[src/rtl/fetch_ctrl_if.sv]
// ============================================================================
// Module      : fetch_ctrl_if
// Description : Fetch-unit bus bundle: pipeline control, imem port, delivery.
// Revision    : 1.0 - initial release
// ============================================================================
`default_nettype none

interface fetch_ctrl_if;
    logic        freeze;
    logic        branch_taken;
    logic [31:0] branch_addr;
    logic        imem_req;
    logic [31:0] imem_addr;
    logic        imem_ready;
    logic [31:0] imem_rdata;
    logic        inst_valid;
    logic [31:0] instruction;
    logic [31:0] pc_out;
    logic        fetch_err;

    // Driver side: pipeline control and the memory model.
    modport master (
        output freeze, branch_taken, branch_addr, imem_ready, imem_rdata,
        input  imem_req, imem_addr, inst_valid, instruction, pc_out, fetch_err
    );

    // The fetch controller itself.
    modport slave (
        input  freeze, branch_taken, branch_addr, imem_ready, imem_rdata,
        output imem_req, imem_addr, inst_valid, instruction, pc_out, fetch_err
    );
endinterface

`default_nettype wire

[src/rtl/fetch_ctrl.sv]
// ============================================================================
// Module      : fetch_ctrl
// Description : Single-outstanding instruction fetch FSM with redirect and timeout.
// Revision    : 1.0 - initial release
// ============================================================================
`default_nettype none

module fetch_ctrl #(
    parameter logic [31:0] RESET_PC = 32'h0000_0000,
    parameter int          MAX_WAIT = 15
) (
    input  wire          clk,
    input  wire          rst,
    fetch_ctrl_if.slave  bus
);

    typedef enum logic [1:0] {
        S_IDLE    = 2'd0,
        S_FETCH   = 2'd1,
        S_DELIVER = 2'd2,
        S_ERR     = 2'd3
    } state_t;

    localparam logic [7:0] C_MAX_WAIT = 8'(MAX_WAIT);

    state_t      state_q, state_d;
    logic [31:0] pc_q, pc_d;
    logic [31:0] tgt_q, tgt_d;
    logic        redir_q, redir_d;
    logic [7:0]  wait_q, wait_d;
    logic [31:0] instr_q, instr_d;
    logic [31:0] pcout_q, pcout_d;
    logic        err_q, err_d;

    logic [31:0] w_pc_plus4;
    logic [7:0]  w_wait_inc;

    assign w_pc_plus4 = pc_q + 32'd4;
    assign w_wait_inc = wait_q + 8'd1;

    always_ff @(posedge clk) begin
        if (rst) begin
            state_q <= S_IDLE;
            pc_q    <= RESET_PC;
            tgt_q   <= 32'h0;
            redir_q <= 1'b0;
            wait_q  <= 8'h0;
            instr_q <= 32'h0;
            pcout_q <= 32'h0;
            err_q   <= 1'b0;
        end else begin
            state_q <= state_d;
            pc_q    <= pc_d;
            tgt_q   <= tgt_d;
            redir_q <= redir_d;
            wait_q  <= wait_d;
            instr_q <= instr_d;
            pcout_q <= pcout_d;
            err_q   <= err_d;
        end
    end

    always_comb begin
        state_d = state_q;
        pc_d    = pc_q;
        tgt_d   = tgt_q;
        redir_d = redir_q;
        wait_d  = wait_q;
        instr_d = instr_q;
        pcout_d = pcout_q;
        err_d   = err_q;

        unique case (state_q)
            S_IDLE: begin
                wait_d  = 8'h0;
                state_d = S_FETCH;
            end

            S_FETCH: begin
                if (bus.imem_ready) begin
                    wait_d = 8'h0;
                    if (bus.branch_taken) begin
                        pc_d    = bus.branch_addr;
                        redir_d = 1'b0;
                    end else if (redir_q) begin
                        pc_d    = tgt_q;
                        redir_d = 1'b0;
                    end else begin
                        instr_d = bus.imem_rdata;
                        pcout_d = w_pc_plus4;
                        state_d = S_DELIVER;
                    end
                end else begin
                    if (bus.branch_taken) begin
                        redir_d = 1'b1;
                        tgt_d   = bus.branch_addr;
                    end
                    wait_d = w_wait_inc;
                    if (w_wait_inc == C_MAX_WAIT) begin
                        err_d   = 1'b1;
                        state_d = S_ERR;
                    end
                end
            end

            S_DELIVER: begin
                // A redirect outranks a downstream stall.
                if (bus.branch_taken) begin
                    pc_d    = bus.branch_addr;
                    wait_d  = 8'h0;
                    state_d = S_FETCH;
                end else if (!bus.freeze) begin
                    pc_d    = w_pc_plus4;
                    wait_d  = 8'h0;
                    state_d = S_FETCH;
                end
            end

            S_ERR: begin
                state_d = S_ERR;
            end

            default: begin
                state_d = S_IDLE;
            end
        endcase
    end

    assign bus.imem_req    = (state_q == S_FETCH);
    assign bus.imem_addr   = pc_q;
    assign bus.inst_valid  = (state_q == S_DELIVER);
    assign bus.instruction = instr_q;
    assign bus.pc_out      = pcout_q;
    assign bus.fetch_err   = err_q;

endmodule

`default_nettype wire

[src/flat_wrapper.sv]
// flat-port wrapper written by rule: the top's interface ports become plain ports
module fetch_ctrl_flat 
#(
    parameter logic [31:0] RESET_PC = 32'h0000_0000,
    parameter int          MAX_WAIT = 15
)
  (clk, rst, bus_freeze, bus_branch_taken, bus_branch_addr, bus_imem_ready, bus_imem_rdata, bus_imem_req, bus_imem_addr, bus_inst_valid, bus_instruction, bus_pc_out, bus_fetch_err);
  fetch_ctrl_if bus_i ();
  input  wire clk;
  input  wire rst;
  input wire logic [$bits(bus_i.freeze)-1:0] bus_freeze;
  input wire logic [$bits(bus_i.branch_taken)-1:0] bus_branch_taken;
  input wire logic [$bits(bus_i.branch_addr)-1:0] bus_branch_addr;
  input wire logic [$bits(bus_i.imem_ready)-1:0] bus_imem_ready;
  input wire logic [$bits(bus_i.imem_rdata)-1:0] bus_imem_rdata;
  output wire logic [$bits(bus_i.imem_req)-1:0] bus_imem_req;
  output wire logic [$bits(bus_i.imem_addr)-1:0] bus_imem_addr;
  output wire logic [$bits(bus_i.inst_valid)-1:0] bus_inst_valid;
  output wire logic [$bits(bus_i.instruction)-1:0] bus_instruction;
  output wire logic [$bits(bus_i.pc_out)-1:0] bus_pc_out;
  output wire logic [$bits(bus_i.fetch_err)-1:0] bus_fetch_err;
  assign bus_i.freeze = bus_freeze;
  assign bus_i.branch_taken = bus_branch_taken;
  assign bus_i.branch_addr = bus_branch_addr;
  assign bus_i.imem_ready = bus_imem_ready;
  assign bus_i.imem_rdata = bus_imem_rdata;
  assign bus_imem_req = bus_i.imem_req;
  assign bus_imem_addr = bus_i.imem_addr;
  assign bus_inst_valid = bus_i.inst_valid;
  assign bus_instruction = bus_i.instruction;
  assign bus_pc_out = bus_i.pc_out;
  assign bus_fetch_err = bus_i.fetch_err;
  fetch_ctrl #(.RESET_PC(RESET_PC), .MAX_WAIT(MAX_WAIT)) u_core (.clk(clk), .rst(rst), .bus(bus_i));
endmodule
[config.mk]
export PLATFORM = sky130hd
export DESIGN_NAME = fetch_ctrl_flat
export DESIGN_NICKNAME = d
export VERILOG_FILES = /design/src/rtl/fetch_ctrl_if.sv /design/src/rtl/fetch_ctrl.sv /design/src/flat_wrapper.sv
export SDC_FILE = /design/constraint.sdc
export NUM_CORES = 1
export LEC_CHECK = 0
export ABC_AREA = 1
export ABC_CLOCK_PERIOD_IN_PS = 2430
export BUFFER_PORTS_ARGS = -buffer_cell sky130_fd_sc_hd__buf_2
export CAP_MARGIN = 20
export CORE_MARGIN = 4
export CORE_UTILIZATION = 53
export CTS_BUF_LIST = sky130_fd_sc_hd__clkbuf_8 sky130_fd_sc_hd__clkbuf_16
export CTS_CLUSTER_SIZE = 10
export DETAILED_ROUTE_END_ITERATION = 10
export GPL_TIMING_DRIVEN = 0
export PLACE_DENSITY = 0.8
export SLEW_MARGIN = 20
export SYNTH_ARGS = -nofsm -noshare
export SYNTH_HDL_FRONTEND = slang
export SYNTH_SLANG_ARGS = --single-unit
[constraint.sdc]
create_clock -name clk -period 2.43 [get_ports clk]
set_clock_uncertainty 0.1 [all_clocks]
set_input_delay 0.486 -clock clk [delete_from_list [all_inputs] [get_ports clk]]
set_output_delay 0.486 -clock clk [all_outputs]
set_load 0.05 [all_outputs]
; ---- Yosys cells after proc, flatten, opt, wreduce, memory -nomap -nowiden
; Cells that the tools add are included.
[word_totals]
register_bits = 140
elab_cells = 53
output_inout_bits = 99
input_bits = 69
[classes]
n_mux = 19
addsub = 2
bitwise_logic = 3
eq_ne = 10
reduce_logical = 11
[op_table]
columns = cell, count
row1 = $mux 32, 5
row2 = $pmux 32 s2, 1
row3 = $add 32x3->32 const B, 1
row4 = $mux 8, 3
row5 = $pmux 8 s3, 1
row6 = $mux 2, 6
row7 = $reduce_and 4->1, 3
row8 = $ne 3x3->1 const B, 3
row9 = $add 8x1->8 const B, 1
row10 = $eq 8x4->1 const B, 1
row11 = $pmux 2 s4, 1
row12 = $ne 3x2->1 const B, 2
row13 = $reduce_and 3->1, 2
row14 = $eq 2x2->1 const B, 2
row15 = $reduce_and 2->1, 2
row16 = $reduce_bool 2->1, 2
row17 = $not 1->1, 3
row18 = $reduce_bool 3->1, 1
row19 = $eq 2x1->1 const B, 1
row20 = $logic_not 2->1, 1
row21 = $mux 1, 2
row22 = $ne 2x2->1 const B, 1

; ---- Longest topological paths before layout
; Gate-level depths: netlist (run 1).
[depth]
depth_word = 5
depth_mapped = 12
ltp_nobuf = 12

; ---- Worst setup path after synthesis (run 1)
; OpenSTA, ideal clock, no wires.
[synth_timing]
path_kind = reg2reg
startpoint = reg u_core.pc_q[2] (netlist: u_core.bus.imem_addr[2])
endpoint = reg u_core.pcout_q[16] (netlist: u_core.bus.pc_out[16])
arrival_ns = 1.912
synth_period_minus_slack_ns = 2.127
path_buffers = 0
path_slack_ns = 0.303
required_time_ns = 2.215
setup_time_ns = 0.115
path_stages_with_launch = 8
cell_sequence = dfxtp_1 ha_1 nand2_1 nor3_1 nand3_1 xor2_1 o21ai_0 inv_1
[synth_between]
elab_chain_cells = 1
[synth_rtl]
columns = element, line
row1 = start: declaration, fetch_ctrl.sv:27  ; logic [31:0] pc_q, pc_d;
row2 = start signal: assignment, fetch_ctrl.sv:53  ; pc_q <= pc_d;
row3 = $add 32x3->32, fetch_ctrl.sv:38  ; assign w_pc_plus4 = pc_q + 32'd4;
row4 = end signal: assignment, fetch_ctrl.sv:58  ; pcout_q <= pcout_d;
row5 = end: declaration, fetch_ctrl.sv:32  ; logic [31:0] pcout_q, pcout_d;
; Every way passes these cells.
; A chain may end at the register's enable or synchronous reset.

; ---- Worst setup path in the final report (run 1)
[layout_timing]
startpoint = reg u_core.state_q[0]
endpoint = out bus_inst_valid
[layout_between]
elab_chain_cells = 1
[layout_rtl]
columns = element, line
row1 = start: declaration, fetch_ctrl.sv:26  ; state_t state_q, state_d;
row2 = start signal: assignment, fetch_ctrl.sv:52  ; state_q <= state_d;
row3 = $eq 2x2->1, fetch_ctrl.sv:131  ; assign bus.inst_valid = (state_q == S_DELIVER);
row4 = end: declaration, flat_wrapper.sv:18  ; output wire logic [$bits(bus_i.inst_valid)-1:0] bus_inst_valid;
; Every way passes these cells.

==> results.md, run 1 <==
* Clk Latency, worst-skew pair at 0.43 ns
* Reg clk slew, reported paths at 0.06 ns
* Final TNS setup at 0 ns
* Fill cells at 1,102
* Die X at 119.6 um
* Non-filler cells, final at 1,344
* Post-synth top area share at 42.50%
* Die Span Y at 119.6 um
* Synthesized area per cell at 6.743 sq um
* DPL Wire Length at 15.35 mm
* Setup Slack @ Placement at 0.1368 ns
* Worst-margin pin slew at 0.6175 ns
* Fin Hold WS at 0.2034 ns
* WHS Endpoint: u_core.bus.instruction[23]
* GRT overflow at 0
* Yosys cell types at 29
* Final #Nets at 1,234
* Number of CTS-inserted buffers at 17
* Sequential share of the synthesized area at 42.50%
* CTS tree: done
* Max-cap viol count at 0
* Worst Setup Start Kind: flip-flop
* Complex-gate fraction of the synthesized area at 18.16%
* Cts hold-fix bufs at 0
* CORE AREA at 12,110 sq um
* Clk buf depth at 2
* Initial antenna violation count at 1
* Min cycle time layout at 2.321 ns
* Synthesized area at 6595 sq um
* Number of global-route vias before repair at 6,338
* Port bufs at 165
* Starting DRT DRC Count at 709
* Clk sink count at 140
* Largest net degree at the start of global routing at 17
* Hold Path Stages at 3
* GRT Total Usage at 28.58%
* YS warnings at 0
* Status: completed
* # IOs at 168
* Slowest stage delay, CP at 0.32 ns
* Hold Path Origin: bus_imem_rdata[23]
* HP Class: input pin to flip-flop
* CP Max Fanout at 10
* Layout cell share with drive strength beyond 1 at 19.83%
* Post-placement cell count at 1,311
* Starting Density at 54.45%
* Post-synthesis adder-cell area fraction at 0.5692%
* Vias at 7,233
* Clk root buf: clkbuf_16
* RSZ-0062 raised after global routing: no
* Fin worst setup slack at 0.1088 ns
* Crit-path cells: inv_1 > nand2_1 > clkinvlp_4 > buf_2 > buf_2
* Most common cell on crit path: buf_2
* XOR/XNOR Fraction of Synth Area at 1.992%
* Routed wire length at 20.59 mm
* Final period utilization at 95.52%
* Via density at 5.382
* Power per Cell Area at 780.1 nW/um^2
* FF+latch count, synth at 140
* Maximum vdd drop at 524.6 uV
* Leak at 0.003790 uW
* Largest family of logic cells by synthesized area: simple AND/OR/NAND/NOR gates
* Multiplexer area fraction after synthesis at 0%
* CP endpoint kind: primary output
* Critical path class: flip-flop to primary output
* Worst R2R Path Depth at 10
* Layout area overhead at 24.76%
* Die area at 14,290 sq um
* Data required, critical path at 1.84 ns
* CP Launch Point: u_core.state_q[0]
* Post-Syn Nets at 1,050
* # rows at 40
* Rel. slew slack at 58.84%
* First-pass GRT wire length at 32.26 mm
* H-tree Lvls at 4
* Commonest non-fill, non-tap cell in the layout: nor2_1
* R2R setup slack at 0.20 ns
* Routed Antenna Nets at 0
* Most frequent cells in the layout: nor2_1 (215), buf_2 (174), nand2_1 (164)
* Slew Viols, Final at 0
* Endpoints failing setup at 0
* Start of the worst register-to-register path: u_core.bus.imem_addr[2]
* Gate Count Post-Synth at 978
* Synth top area cells: dfxtp_1 (42%), nor2_1 (12%), o21ai_0 (10%)
* Drt drc at 0
* Synth area leader: dfxtp_1
* Simple-gate portion of the synthesized area at 28.19%
* CP Data Arrival Time at 1.74 ns
* GPL Wtd Cong at 0.9764
* Average wire per standard cell at 15.32 um
* Max Fclk at 430.8 MHz
* Final Hold Fails at 0
* DRT Pass-1 Iters at 6
* Slowest library cell on the worst path: dfxtp_1
* R2r endpoint: u_core.bus.pc_out[22]
[cells in the mapped netlist]
library cell    n
xnor2_1         2
o21a_1          1
buf_4          10
inv_1          78
nor3_1         36
clkbuf_1       35
nand2_2         4
nor2_2          7
a21oi_1        56
a311oi_1        1
o21ai_0       135
buf_2           9
a31oi_1        12
nor2_1        215
nand3_1        21
clkinv_1        1
inv_2           2
nand2_1       164
buf_1           3
ha_1            3
nor3_4          1
dfxtp_1       140
o22ai_1         2
a41oi_1         2
nand3b_1        8
xor2_1         13
o21bai_1        1
a211oi_1       15
or2_2           1
[worst max-delay path by stage]
stage	end	slack, ns	depth (start not counted)
2_1_floorplan	u_core.bus.pc_out[16]	0.30	7
3_3_place_gp	u_core.bus.imem_addr[16]	0.20	7
3_5_place_dp	u_core.bus.pc_out[16]	0.14	7
4_1_cts	bus_inst_valid	0.11	5
5_1_grt	bus_inst_valid	0.03	5
6_report	bus_inst_valid	0.11	5
[per-stage QoR]
| stage | util [%] | power [uW] | area, sq um |
|---|---|---|---|
| finish | 67.93 | 6418 | 8228 |
| global route | 67.93 | 6658 | 8228 |
| CTS | 67.84 | 6423 | 8217 |
| detailed placement | 63.01 | 3893 | 7631 |
| global placement | 63.01 | 3882 | 7631 |
| floorplan | - | 3518 | 6595 |
[routing by layer]
metal / vias to the layer above / wire [um] / global-route usage (%)
met1: 3287 / 8819 / 38.90
met3: 42 / 1934 / 6.786
met2: 355 / 9352 / 44.31
met5: - / 0 / 0
met4: 0 / 482 / 10.59
li1: 3549 / - / -
[report_power, final]
group / total (uW) / internal, uW / switching, uW
Combinational: 1280 / 326 / 954
Sequential: 2590 / 2450 / 133
Clock: 2550 / 1530 / 1020
Total: 6420 / 4310 / 2100
[area by class of cell]
cell class	count	area, sq um	area share (%)
Sequential cell	140	2803	34.06
Clock buffer	18	439.2	5.338
Antenna cell	1	2.502	0.03041
Multi-Input combinational cell	700	3231	39.26
Inverter	81	307.8	3.741
Timing Repair Buffer	165	825.8	10.04
Clock inverter	14	146.4	1.779
Buffer	57	262.8	3.193
Tap cell	168	210.2	2.555
[state kept, by name, summed over array words and instances (netlist names)]
register	flops
u_core.bus.imem_addr	32
u_core.bus.instruction	32
u_core.bus.pc_out	32
u_core.tgt_q	32
u_core.wait_q	8
u_core.state_q	2
u_core.bus.fetch_err	1
u_core.redir_q	1
[logic make-up (layout without fill, tap and decap cells)]
| logic type | after synthesis | after routing |
|---|---|---|
| buffers and inverters | 138 | 335 |
| DFF | 140 | 140 |
| adders and majority gates | 3 | 3 |
| xor gates and xnor gates | 15 | 15 |
| other | 0 | 1 |
| AOI/OAI and AO/OA | 225 | 225 |
| and+or+nand+nor | 457 | 457 |
[critical path: cells and delay by family (launching register included)]
| family | cells | cell delay [ns] |
|---|---|---|
| buffers and inverters | 4 | 0.86 |
| flip-flops | 1 | 0.32 |
| AND/OR/NAND/NOR | 1 | 0.14 |
[what timing repair did]
action                                 CTS  global route
endpoints found under the hold margin    0             0
setup endpoints to repair                0             3
buffers inserted                         0             0
gates resized for setup                  0             2
Power figures use the tool's default switching activity.
==> run 2: changes to the inputs <==
--- a/config.mk
+++ b/config.mk
@@ -16,6 +16,7 @@
 export DETAILED_ROUTE_END_ITERATION = 10
 export GPL_TIMING_DRIVEN = 0
 export PLACE_DENSITY = 0.8
+export REMOVE_ABC_BUFFERS = 1
 export SLEW_MARGIN = 20
 export SYNTH_ARGS = -nofsm -noshare
 export SYNTH_HDL_FRONTEND = slang
==> run 2 against run 1 <==
  * Worst hold slack better by 0.0029 ns
  * Sequential power about the same
  * Cell count fell by 4.0%
  * Critical path type is now flip-flop to flip-flop
  * Largest cell class unchanged
==> results.md, run 2 (same netlist as run 1, synthesis figures left out) <==
* Worst-margin pin slew at 0.7489 ns
* Clk buf depth at 2
* CORE AREA at 12,110 sq um
* M3 GR Usage at 5.702%
* H-tree Lvls at 4
* Final #Nets at 1,181
* Initial antenna violation count at 0
* Clk Latency, worst-skew pair at 0.42 ns
* Slew Viols, Final at 0
* Fin Hold WS at 0.2063 ns
* Clk root buf: clkbuf_16
* Routed wire length at 19.34 mm
* Diodes inserted at 0
* Vias at 6,832
* Max-cap viol count at 0
* Global routing's busiest layer: met2
* Post-placement cell count at 1,258
* Number of CTS-inserted buffers at 17
* Critical path class: flip-flop to flip-flop
* Cell area after placement at 7451 sq um
* Endpoints failing setup at 0
* Layout area overhead at 23.18%
* Average wire per standard cell at 14.99 um
* Fill cells at 1,141
* Starting DRT DRC Count at 487
* Final period utilization at 92.69%
* # rows at 40
* GRT Total Usage at 26.90%
* Non-filler cells, final at 1,290
* GR Util met2 at 43.15%
* Layout cell share with drive strength beyond 1 at 19.70%
* Worst Setup Start Kind: flip-flop
* DRT Pass-1 Iters at 5
* R2R setup slack at 0.18 ns
* Via density at 5.296
* CP Max Fanout at 7
* Fin area at 8124 sq um
* CP Data Arrival Time at 2.51 ns
* Port bufs at 167
* Post-CTS Repair Setup Buffers at 0
* Final Hold Fails at 0
* Number of global-route vias before repair at 6,203
* Rel. slew slack at 50.07%
* Met1 GRT Util at 35.55%
* Commonest non-fill, non-tap cell in the layout: nor2_1
* Min cycle time layout at 2.252 ns
* First-pass GRT wire length at 30.88 mm
* GRT overflow at 0
* Drt drc at 0
* Max Fclk at 444.0 MHz
* Leak at 0.003730 uW
* Largest net degree at the start of global routing at 77
* Starting Density at 54.45%
* CTS tree: done
* Power per Cell Area at 800.7 nW/um^2
* # IOs at 168
* Reg clk slew, reported paths at 0.06 ns
* Die X at 119.6 um
* HP Class: input pin to flip-flop
* Status: completed
* Die area at 14,290 sq um
* Data required, critical path at 2.69 ns
* GPL Wtd Cong at 1.024
* Die Span Y at 119.6 um
* Most frequent cells in the layout: nor2_1 (214), buf_2 (166), nand2_1 (161)
* Clk sink count at 140
* CP endpoint kind: flip-flop
* Routed Antenna Nets at 0
* Maximum vdd drop at 501.7 uV
* DPL Wire Length at 12.88 mm
==> run 2: area by class of cell <==
cell class | instances | area, sq um | area share [%]
clock inverters | 12 | 146.4 | 1.802
repair buffers | 169 | 897.1 | 11.04
inverters | 81 | 331.6 | 4.081
multi-input cells | 700 | 3269 | 40.24
well taps | 168 | 210.2 | 2.587
flip-flops and latches | 140 | 2803 | 34.50
clock buffers | 20 | 466.7 | 5.745
==> run 2: routing by layer <==
metal,wire length [um],vias up
met4,436,0
met1,8364,3084
met5,0,-
li1,-,3432
met3,1538,32
met2,8996,284
==> run 2: worst max-delay path, stage by stage, from the launching register on <==
cell,delay [ns]
dfxtp_1,0.48
ha_1,0.22
nand2_1,0.14
nor3_1,0.45
nand3_1,0.19
xor2_1,0.33
nand2_1,0.11
a21oi_1,0.14
==> run 2: what timing repair did <==
| item | 4_1_cts | 5_1_grt |
|---|---|---|
| hold buffers | 0 | 0 |
| endpoints found under the setup margin | 127 | 63 |
| resized for setup | 11 | 6 |
==> run 2: final timing paths <==
| path | cells past startpoint | endpoint | from |
|---|---|---|---|
| max | 7 | u_core.bus.imem_addr[16] | u_core.bus.imem_addr[2] |
| max reg2reg | 7 | u_core.bus.imem_addr[16] | u_core.bus.imem_addr[2] |
| min | 3 | u_core.tgt_q[12] | bus_branch_addr[12] |
| min reg2reg | 1 | u_core.bus.fetch_err | u_core.bus.fetch_err |
==> run 2: through the flow <==
stage          power (uW)  utilization, %  setup WS (ns)  setup TNS [ns]
5_1_grt              6759           67.08      -0.006063       -0.006063
6_report             6505           67.08         0.1775               0
4_1_cts              6518           66.87        0.02380               0
2_1_floorplan        3461               -        -0.4051          -18.74
3_5_place_dp         3865           61.52         -1.531         -120.39
3_3_place_gp         3843           60.92         -2.127         -233.56
==> run 2: where the power goes <==
part	switching, uW	internal (uW)
combinational	952	306
sequential	135	2450
clock	973	1690
==> run 3: changes to the inputs <==
==> constraint.sdc (replaced) <==
create_clock -name clk -period 2.43 [get_ports clk]
set_clock_uncertainty 0.1 [all_clocks]
set_input_delay 0.243 -clock clk [delete_from_list [all_inputs] [get_ports clk]]
set_output_delay 0.243 -clock clk [all_outputs]
set_load 0.05 [all_outputs]
==> run 3 against run 2 <==
  * Die area did not move
  * Total power rose by 1.3%
  * Register-to-register slack improved by 0.07 ns
  * Worst setup slack improved by 0.024 ns
  * Core utilization rose by 5.2 points
  * Non-clock buffer count rose by 63
  * Cell count rose by 4.9%
  * Clock power barely moved
  * Worst hold slack got worse by 0.16 ns
  * Critical endpoint is now u_core.bus.imem_addr[6]
  * Via count rose by 3.8%
  * Maximum frequency rose by 1.1%
  * Combinational power rose by 6%
==> results.md, run 3 (same netlist as run 1, synthesis figures left out) <==
* Via density at 5.242
* Commonest non-fill, non-tap cell in the layout: nor2_1
* Worst-margin pin slew at 0.7428 ns
* GRT overflow at 0
* Drt drc at 0
* Most frequent cells in the layout: nor2_1 (214), buf_2 (166), nand2_1 (162)
* Status: completed
* Routed wire length at 20.26 mm
* DRT Pass-1 Iters at 5
* Power per Cell Area at 753.5 nW/um^2
* Final Hold Fails at 0
* Routed Antenna Nets at 0
* Fin worst setup slack at 0.2013 ns
* Average wire per standard cell at 14.97 um
* Starting DRT DRC Count at 453
* Data required, critical path at 2.66 ns
* Initial antenna violation count at 0
* RSZ-0062 raised after global routing: no
* H-tree Lvls at 4
* Worst R2R Path Depth at 8
* Reg clk slew, reported paths at 0.06 ns
* # IOs at 168
* Starting Density at 54.45%
* Rel. slew slack at 50.48%
* Number of CTS-inserted buffers at 17
* Critical path class: input pin to flip-flop
* Layout cell share with drive strength beyond 1 at 18.73%
* CORE AREA at 12,110 sq um
* CP Max Fanout at 41
* Clk buf depth at 2
* # rows at 40
* Worst Setup Start Kind: input pin
* Die Span Y at 119.6 um
* Vias at 7,093
* Largest net degree at the start of global routing at 77
* Hold Path Stages at 3
* First-pass GRT wire length at 32.81 mm
* Layout area overhead at 32.67%
* Endpoints failing setup at 0
* GPL Wtd Cong at 1.024
* Leak at 0.003996 uW
* CP endpoint kind: flip-flop
* DPL Wire Length at 12.88 mm
* Number of global-route vias before repair at 6,536
* Max Fclk at 448.7 MHz
* Setup Slack @ Placement at -1.288 ns
* CP Data Arrival Time at 2.46 ns
* Diodes inserted at 0
* Die X at 119.6 um
* Fill cells at 1,017
* Final #Nets at 1,244
* Final period utilization at 91.72%
* Max-cap viol count at 0
* Maximum vdd drop at 474.1 uV
* Clk Latency, worst-skew pair at 0.42 ns
* Min cycle time layout at 2.229 ns
* CTS tree: done
* Post-CTS Repair Setup Buffers at 0
* Final core occ at 72.24%
* HP Class: input pin to flip-flop
* Clk sink count at 140
* Clk root buf: clkbuf_16
* Slew Viols, Final at 0
* GRT Total Usage at 28.42%
* Die area at 14,290 sq um
* Port bufs at 167
run 3: metal layers:
| metal | up-vias | share of wire [%] | wire (um) | track usage, % |
|---|---|---|---|---|
| met3 | 24 | 7.6 | 1540 | 6.315 |
| met1 | 3207 | 43 | 8807 | 37.15 |
| met4 | 0 | 1.8 | 357 | 10.02 |
| met5 | - | 0 | 0 | 0 |
| li1 | 3557 | - | - | - |
| met2 | 305 | 47 | 9556 | 46.43 |
run 3: final cells by class:
class | count | area [sq um] | share of cell area, %
Clock inverter | 12 | 146.4 | 1.673
Sequential cell | 140 | 2803 | 32.03
Clock buffer | 20 | 466.7 | 5.334
Timing Repair Buffer | 232 | 1529 | 17.47
Inverter | 81 | 322.8 | 3.689
Tap cell | 168 | 210.2 | 2.402
Multi-Input combinational cell | 700 | 3272 | 37.39
run 3: worst max-delay path: stages:
cell and delay [ns]:
buf_4 0.39, inv_2 0.38, nand2_1 0.18, nor2_1 0.08, nor2_1 0.18, nand2_4 0.26
inv_4 0.36, o21ai_0 0.15, a41oi_1 0.21
run 3: worst paths after layout:
path                   startpoint                          to  slack (ns)
max              bus_branch_taken     u_core.bus.imem_addr[6]        0.20
min            bus_imem_rdata[20]  u_core.bus.instruction[20]        0.05
max reg2reg     u_core.state_q[0]     u_core.bus.imem_addr[6]        0.25
min reg2reg  u_core.bus.fetch_err        u_core.bus.fetch_err        0.36
run 3: power breakdown:
part	internal, uW	switching [uW]
clock network	1690	976
registers	2450	135
logic	372	971
run 3: repair_timing:
action	in CTS	in global routing
resized for setup	9	4
endpoints found under the setup margin	112	8
hold endpoints to repair	70	0
hold buffers	62	0
pin swaps	0	0
cloned	0	0
run 3: metrics by stage:
stage | instances | total power [uW] | hold WS (ns) | area (sq um) | TNS [ns]
global route | 1353 | 6851 | 0.08681 | 8750 | 0
finish | 1353 | 6593 | 0.04664 | 8750 | 0
CTS | 1352 | 6592 | 0.009791 | 8711 | 0
detailed placement | 1258 | 3865 | 0.3521 | 7451 | -88.23
global placement | 1256 | 3843 | 0.3443 | 7378 | -200.57
floorplan | 921 | 3461 | 0.2121 | 6332 | -13.95
